<file path="src/rtl/unified_reservation_station.sv">
// unified_reservation_station
// Parametrised reservation station between rename and one functional unit.
// Entries capture operands from any CDB channel. One ready entry per cycle
// moves into a registered valid/ready issue stage. A flush from commit
// clears the station.
// Optional feature macro: RS_AGE_SELECT_EN
//   defined     -> oldest-first select using a DEPTHxDEPTH age matrix
//   not defined -> lowest-index eligible entry is selected
module unified_reservation_station #(
  parameter int WIDTH     = 31,
  parameter int ROB       = 2,
  parameter int CTRL      = 7,
  parameter int DEPTH     = 4,
  parameter int CDB_PORTS = 2
) (
  input  logic                           clk,
  input  logic                           globalReset_n,
  input  logic                           allocValid,
  output logic                           allocReady,
  input  logic [CTRL:0]                  allocCtrl,
  input  logic [ROB:0]                   allocRob,
  input  logic                           allocRdy1,
  input  logic                           allocRdy2,
  input  logic [WIDTH:0]                 allocVal1,
  input  logic [WIDTH:0]                 allocVal2,
  input  logic [ROB:0]                   allocTag1,
  input  logic [ROB:0]                   allocTag2,
  input  logic [CDB_PORTS-1:0]           cdbValid,
  input  logic [CDB_PORTS*(ROB+1)-1:0]   cdbRob,
  input  logic [CDB_PORTS*(WIDTH+1)-1:0] cdbValue,
  output logic                           issueValid,
  input  logic                           issueReady,
  output logic [CTRL:0]                  issueCtrl,
  output logic [ROB:0]                   issueRob,
  output logic [WIDTH:0]                 issueSrc1,
  output logic [WIDTH:0]                 issueSrc2,
  input  logic                           flush,
  output logic [$clog2(DEPTH):0]         count
);

  localparam int IDXW = $clog2(DEPTH);
  localparam int CNTW = IDXW + 1;

  // Entry storage
  logic [DEPTH-1:0] busy_q, busy_d;
  logic [DEPTH-1:0] rdy1_q, rdy1_d;
  logic [DEPTH-1:0] rdy2_q, rdy2_d;
  logic [CTRL:0]    ctrl_q [DEPTH];
  logic [CTRL:0]    ctrl_d [DEPTH];
  logic [ROB:0]     rob_q  [DEPTH];
  logic [ROB:0]     rob_d  [DEPTH];
  logic [ROB:0]     tag1_q [DEPTH];
  logic [ROB:0]     tag1_d [DEPTH];
  logic [ROB:0]     tag2_q [DEPTH];
  logic [ROB:0]     tag2_d [DEPTH];
  logic [WIDTH:0]   val1_q [DEPTH];
  logic [WIDTH:0]   val1_d [DEPTH];
  logic [WIDTH:0]   val2_q [DEPTH];
  logic [WIDTH:0]   val2_d [DEPTH];

`ifdef RS_AGE_SELECT_EN
  // age_q[i][j] set means entry j was already waiting when entry i arrived
  logic [DEPTH-1:0] age_q [DEPTH];
  logic [DEPTH-1:0] age_d [DEPTH];
`endif

  // Issue register and occupancy
  logic             issue_valid_q, issue_valid_d;
  logic [CTRL:0]    issue_ctrl_q, issue_ctrl_d;
  logic [ROB:0]     issue_rob_q, issue_rob_d;
  logic [WIDTH:0]   issue_src1_q, issue_src1_d;
  logic [WIDTH:0]   issue_src2_q, issue_src2_d;
  logic [CNTW-1:0]  count_q, count_d;

  // Control
  logic [ROB:0]     cdb_tag [CDB_PORTS];
  logic [WIDTH:0]   cdb_val [CDB_PORTS];
  logic [DEPTH-1:0] eligible;
  logic             sel_found;
  logic [IDXW-1:0]  sel_idx;
  logic             free_found;
  logic [IDXW-1:0]  free_idx;
  logic             load_en;
  logic             issue_load;
  logic             alloc_fire;

  assign allocReady = (count_q < CNTW'(DEPTH));
  assign load_en    = !issue_valid_q || issueReady;
  assign issue_load = load_en && sel_found;
  assign alloc_fire = allocValid && allocReady && free_found;

  assign issueValid = issue_valid_q;
  assign issueCtrl  = issue_ctrl_q;
  assign issueRob   = issue_rob_q;
  assign issueSrc1  = issue_src1_q;
  assign issueSrc2  = issue_src2_q;
  assign count      = count_q;

  // Split the flat broadcast buses into per-channel tag and value
  always_comb begin
    for (int c = 0; c < CDB_PORTS; c++) begin
      cdb_tag[c] = cdbRob[c*(ROB+1) +: (ROB+1)];
      cdb_val[c] = cdbValue[c*(WIDTH+1) +: (WIDTH+1)];
    end
  end

  // An entry may issue only when both operands were ready at cycle start
  always_comb begin
    eligible = '0;
    for (int i = 0; i < DEPTH; i++) begin
      eligible[i] = busy_q[i] && rdy1_q[i] && rdy2_q[i];
    end
  end

  // Lowest-index free slot receives the next allocation
  always_comb begin
    free_found = 1'b0;
    free_idx   = '0;
    for (int i = 0; i < DEPTH; i++) begin
      if (!busy_q[i] && !free_found) begin
        free_found = 1'b1;
        free_idx   = IDXW'(i);
      end
    end
  end

`ifdef RS_AGE_SELECT_EN
  // Pick the eligible entry that has no older eligible entry
  always_comb begin
    sel_found = 1'b0;
    sel_idx   = '0;
    for (int i = 0; i < DEPTH; i++) begin
      if (eligible[i] && ((eligible & age_q[i]) == '0) && !sel_found) begin
        sel_found = 1'b1;
        sel_idx   = IDXW'(i);
      end
    end
  end
`else
  // Pick the lowest-index eligible entry
  always_comb begin
    sel_found = 1'b0;
    sel_idx   = '0;
    for (int i = 0; i < DEPTH; i++) begin
      if (eligible[i] && !sel_found) begin
        sel_found = 1'b1;
        sel_idx   = IDXW'(i);
      end
    end
  end
`endif

  // Entry next state: wakeup, free on issue, allocation with bypass, flush
  always_comb begin
    busy_d = busy_q;
    rdy1_d = rdy1_q;
    rdy2_d = rdy2_q;
    ctrl_d = ctrl_q;
    rob_d  = rob_q;
    tag1_d = tag1_q;
    tag2_d = tag2_q;
    val1_d = val1_q;
    val2_d = val2_q;

    // Channels scanned high to low so the lowest matching channel wins
    for (int i = 0; i < DEPTH; i++) begin
      for (int c = CDB_PORTS - 1; c >= 0; c--) begin
        if (busy_q[i] && !rdy1_q[i] && cdbValid[c] && (cdb_tag[c] == tag1_q[i])) begin
          rdy1_d[i] = 1'b1;
          val1_d[i] = cdb_val[c];
        end
        if (busy_q[i] && !rdy2_q[i] && cdbValid[c] && (cdb_tag[c] == tag2_q[i])) begin
          rdy2_d[i] = 1'b1;
          val2_d[i] = cdb_val[c];
        end
      end
    end

    if (issue_load) begin
      busy_d[sel_idx] = 1'b0;
    end

    if (alloc_fire) begin
      busy_d[free_idx] = 1'b1;
      ctrl_d[free_idx] = allocCtrl;
      rob_d[free_idx]  = allocRob;
      rdy1_d[free_idx] = allocRdy1;
      rdy2_d[free_idx] = allocRdy2;
      tag1_d[free_idx] = allocTag1;
      tag2_d[free_idx] = allocTag2;
      val1_d[free_idx] = allocVal1;
      val2_d[free_idx] = allocVal2;
      for (int c = CDB_PORTS - 1; c >= 0; c--) begin
        if (!allocRdy1 && cdbValid[c] && (cdb_tag[c] == allocTag1)) begin
          rdy1_d[free_idx] = 1'b1;
          val1_d[free_idx] = cdb_val[c];
        end
        if (!allocRdy2 && cdbValid[c] && (cdb_tag[c] == allocTag2)) begin
          rdy2_d[free_idx] = 1'b1;
          val2_d[free_idx] = cdb_val[c];
        end
      end
    end

    if (flush) begin
      busy_d = '0;
    end
  end

`ifdef RS_AGE_SELECT_EN
  // New entry is younger than every waiting entry; stale column bits cleared
  always_comb begin
    age_d = age_q;
    if (alloc_fire) begin
      for (int r = 0; r < DEPTH; r++) begin
        age_d[r][free_idx] = 1'b0;
      end
      age_d[free_idx] = busy_q;
    end
  end
`endif

  // Issue register loads when empty or consumed, otherwise holds steady
  always_comb begin
    issue_valid_d = issue_valid_q;
    issue_ctrl_d  = issue_ctrl_q;
    issue_rob_d   = issue_rob_q;
    issue_src1_d  = issue_src1_q;
    issue_src2_d  = issue_src2_q;
    if (load_en) begin
      issue_valid_d = sel_found;
      if (sel_found) begin
        issue_ctrl_d = ctrl_q[sel_idx];
        issue_rob_d  = rob_q[sel_idx];
        issue_src1_d = val1_q[sel_idx];
        issue_src2_d = val2_q[sel_idx];
      end
    end
    if (flush) begin
      issue_valid_d = 1'b0;
    end
  end

  // Occupancy tracks entries only, not the issue register
  always_comb begin
    count_d = count_q;
    if (alloc_fire && !issue_load) begin
      count_d = count_q + CNTW'(1);
    end else if (!alloc_fire && issue_load) begin
      count_d = count_q - CNTW'(1);
    end
    if (flush) begin
      count_d = '0;
    end
  end

  // State registers with asynchronous active-low reset
  always_ff @(posedge clk or negedge globalReset_n) begin
    if (!globalReset_n) begin
      busy_q        <= '0;
      rdy1_q        <= '0;
      rdy2_q        <= '0;
      for (int i = 0; i < DEPTH; i++) begin
        ctrl_q[i] <= '0;
        rob_q[i]  <= '0;
        tag1_q[i] <= '0;
        tag2_q[i] <= '0;
        val1_q[i] <= '0;
        val2_q[i] <= '0;
`ifdef RS_AGE_SELECT_EN
        age_q[i]  <= '0;
`endif
      end
      issue_valid_q <= 1'b0;
      issue_ctrl_q  <= '0;
      issue_rob_q   <= '0;
      issue_src1_q  <= '0;
      issue_src2_q  <= '0;
      count_q       <= '0;
    end else begin
      busy_q        <= busy_d;
      rdy1_q        <= rdy1_d;
      rdy2_q        <= rdy2_d;
      ctrl_q        <= ctrl_d;
      rob_q         <= rob_d;
      tag1_q        <= tag1_d;
      tag2_q        <= tag2_d;
      val1_q        <= val1_d;
      val2_q        <= val2_d;
`ifdef RS_AGE_SELECT_EN
      age_q         <= age_d;
`endif
      issue_valid_q <= issue_valid_d;
      issue_ctrl_q  <= issue_ctrl_d;
      issue_rob_q   <= issue_rob_d;
      issue_src1_q  <= issue_src1_d;
      issue_src2_q  <= issue_src2_d;
      count_q       <= count_d;
    end
  end

endmodule

</file>
<file path="config.mk">
export PLATFORM = sky130hd
export DESIGN_NAME = unified_reservation_station
export DESIGN_NICKNAME = d
export VERILOG_FILES = /design/src/rtl/unified_reservation_station.sv
export SDC_FILE = /design/constraint.sdc
export NUM_CORES = 2
export LEC_CHECK = 0
export ABC_CLOCK_PERIOD_IN_PS = 3200
export BUFFER_PORTS_ARGS = -buffer_cell sky130_fd_sc_hd__buf_2
export CAP_MARGIN = 20
export CORE_MARGIN = 2
export CORE_UTILIZATION = 49
export CTS_CLUSTER_SIZE = 16
export DETAILED_ROUTE_END_ITERATION = 10
export GPL_TIMING_DRIVEN = 0
export HOLD_SLACK_MARGIN = 0.06
export PLACE_DENSITY = 0.67
export SYNTH_ARGS = -nofsm -noshare
export SYNTH_HDL_FRONTEND = slang
export SYNTH_SLANG_ARGS = --single-unit
</file>
<file path="constraint.sdc">
create_clock -name clk -period 3.2 [get_ports clk]
set_input_delay 0.64 -clock clk [delete_from_list [all_inputs] [get_ports clk]]
set_output_delay 0.64 -clock clk [all_outputs]
set_load 0.02 [all_outputs]
</file>
==> metrics <==
crit path DAT=3.68 ns; global route total overflow=0; most frequent cell after synthesis=dfrtp_1; max_slew headroom=0.216; WL/cell=29.1 um; top cells by area, synth=dfrtp_1 45%, mux2i_1 15%, a221oi_1 7.1%; R2R depth=8; setup TNS=-0.00713 ns; clk sinks=415; Max VDD drop=0.478 mV; max-slew violations=0; top-area cell type share of the netlist area=0.455; overall die width=220 um; min Tclk post-route=3.21 ns; final instance area=26100 um^2; Placer Congestion=0.993; # IOs=240; WHS=0.0544 ns; Final Util=0.564; Ys Warns=0; final hold violations=0; initial antenna violation count=4; Sw Ratio=0.361; Logic pwr share=0.329; port bufs=162; vias post-DR=21100; area of the die=48300 um^2; first-pass GRT wire length=133000 um; Post-CTS Setup Inserts=0; leak pwr=10.6 nW; Post-Synthesis Mean Instance Area=10.1 um^2; non-filler cells, final=3115; Psw=7.54 mW; Routed WL=90800 um; dpl cell area=24500 um^2; Place WS=-0.405 ns; Pre-Repair DR Iteration Count=6; Synth Cell Area=22800 um^2; DP Wirelength=61300 um; syn_nets=2421; footprint of the multi-input gates=11400 um^2; Seq cells post-synth=415; Max clock buf depth=3; outcome=finished, violations left; DIE HEIGHT=220 um; register area=10400 um^2; synth cell count leaders=415 x dfrtp_1, 334 x mux2i_1, 231 x nor2_1; power share of the clock group=0.259; total track usage=0.372; Starting DRT DRC Count=2758; total power=20.9 mW; clock slew at reported path FFs=0.06 ns; power share of the sequential group=0.412; violated checks=negative setup slack; Hold/Removal Path Class=in2async; TritonCTS Buffers=46; synth unique cells=56; worst clock skew=0.0187 ns; RSZ-0062 raised after global routing=false; Max Cap Violations=0; EDFF count, synth=0; Synth area leader=dfrtp_1; reg-to-reg setup timing slack=-0.007 ns; Final Cycle Share=1.00; final-layout fill cell count=4101; largest net degree at the start of global routing=122; setup ws final=-0.00713 ns; Setup CP Type=reg2reg; post-route ant nets=0; vias per inst=6.76; clk_lat worst skew=0.60 ns; Area Overhead vs Synth=14.3%; Crit Path Max Fanout=10; CP Launch Type=register; WP data required=3.67 ns; top_reg_cell synth=dfrtp_1; CTS tree=built; final setup fails=1; share of post-route cells with drive strength above 1=0.149; number of global-route vias before repair=20800; Initial Util=0.493; Internal Power=13.4 mW; Max H-tree Level=2; ys async rst share=1.00; core footprint=46300 um^2; row count=79; Worst R2R End=issueSrc1[0]$_DFFE_PN0N_; Final #Nets=2638; Post-Place Cells=3035; Post-Synthesis Cells=2260; Reg2Reg Launch Point=busy_q[1]$_DFF_PN0_; sequential fraction of the synthesis area=0.455; Worst Setup End Kind=register; Root Buffer=clkbuf_16; DRC=0; power per cell area=801 nW/um^2; Worst-Margin Slew=1.17 ns; Max Freq=312 MHz
[critical path: stages (launching register included)]
cell and delay (ns):
dfrtp_1 0.40, buf_2 0.21, nand3_1 0.19, nand2_1 0.21, nor2_1 0.27, clkbuf_2 0.45
buf_1 0.69, o221ai_1 0.46, o21a_1 0.22
[registers in the layout (all words and copies together), names as in the netlist, 4 cells and up]
name       cells
issueSrc1     32
rdy2_q         4
tag1_q        12
rdy1_q         4
busy_q         4
val2_q       128
val1_q       128
issueCtrl      8
ctrl_q        32
rob_q         12
tag2_q        12
issueSrc2     32
[power groups by stage]
stage / logic (mW) / registers [mW] / clock network [mW]
floorplan: 4.16 / 8.82 / 0
global placement: 6.46 / 8.51 / 0
detailed placement: 6.72 / 8.62 / 0
CTS: 6.75 / 8.55 / 5.42
global route: 7.36 / 8.80 / 5.62
finish: 6.87 / 8.61 / 5.42
[layer usage]
metal / part of all wire / global-route usage
met1: 0.39 / 0.490
met2: 0.45 / 0.567
met3: 0.11 / 0.0910
met4: 0.055 / 0.197
met5: 0.00042 / 0
[cells by family (layout without fill, tap and decap cells)]
logic type	Yosys count	count (layout)	synth area share
adders and majority gates	1	1	0.000877
other	0	1	0
buffers and inverters	274	521	0.0486
AOI/OAI and AO/OA	597	597	0.200
muxes	389	389	0.174
DFF	415	415	0.455
xor gates and xnor gates	61	61	0.0234
and+or+nand+nor	523	523	0.0989
[worst max path at each step]
stage,start,endpoint,slack [ns],depth (start not counted)
after global routing,busy_q[3]$_DFF_PN0_,issueSrc1[0]$_DFFE_PN0N_,0.009,8
after CTS,busy_q[1]$_DFF_PN0_,issueSrc1[18]$_DFFE_PN0N_,0.04,7
after floorplan,issueReady,count[2]$_DFFE_PN0P_,0.61,8
after detailed placement,cdbValid[0],val1_q[109]$_DFF_PN0_,-0.41,8
after global placement,globalReset_n,issueSrc1[26]$_DFFE_PN0N_,-6.90,1
final,busy_q[1]$_DFF_PN0_,issueSrc1[0]$_DFFE_PN0N_,-0.007,8
[cell usage in the layout (no fill, tap or decap), drive strengths merged, types with 6 or more instances in the layout]
| master | netlist | routed |
|---|---|---|
| o22ai | 47 | 47 |
| a21oi | 88 | 88 |
| o2bb2ai | 13 | 13 |
| nor4 | 13 | 13 |
| xnor2 | 21 | 21 |
| a221oi | 184 | 184 |
| mux2i | 334 | 334 |
| clkbuf | 181 | 250 |
| nand2 | 215 | 215 |
| o221ai | 76 | 76 |
| nand3b | 10 | 10 |
| o21a | 76 | 76 |
| buf | 88 | 258 |
| nand4 | 7 | 7 |
| nand3 | 6 | 6 |
| mux2 | 55 | 55 |
| dfrtp | 415 | 415 |
| xor2 | 40 | 40 |
| o31ai | 6 | 6 |
| a22oi | 78 | 78 |
| nor2 | 232 | 232 |
[area by class of cell]
type                    count  area share
plain buffers             268      0.0427
multi-input cells        1571       0.436
clock inverters             7     0.00326
repair buffers            170      0.0359
diodes                      1   0.0000959
well taps                 607      0.0291
inverters                   5    0.000719
flip-flops and latches    415       0.398
clock buffers              71      0.0544
[what timing repair did]
action                     CTS  global route
setup endpoints to repair   95            92
hold buffers                 0             0
resized for setup            8            27
Note: power is estimated with default switching activity, not from simulation.
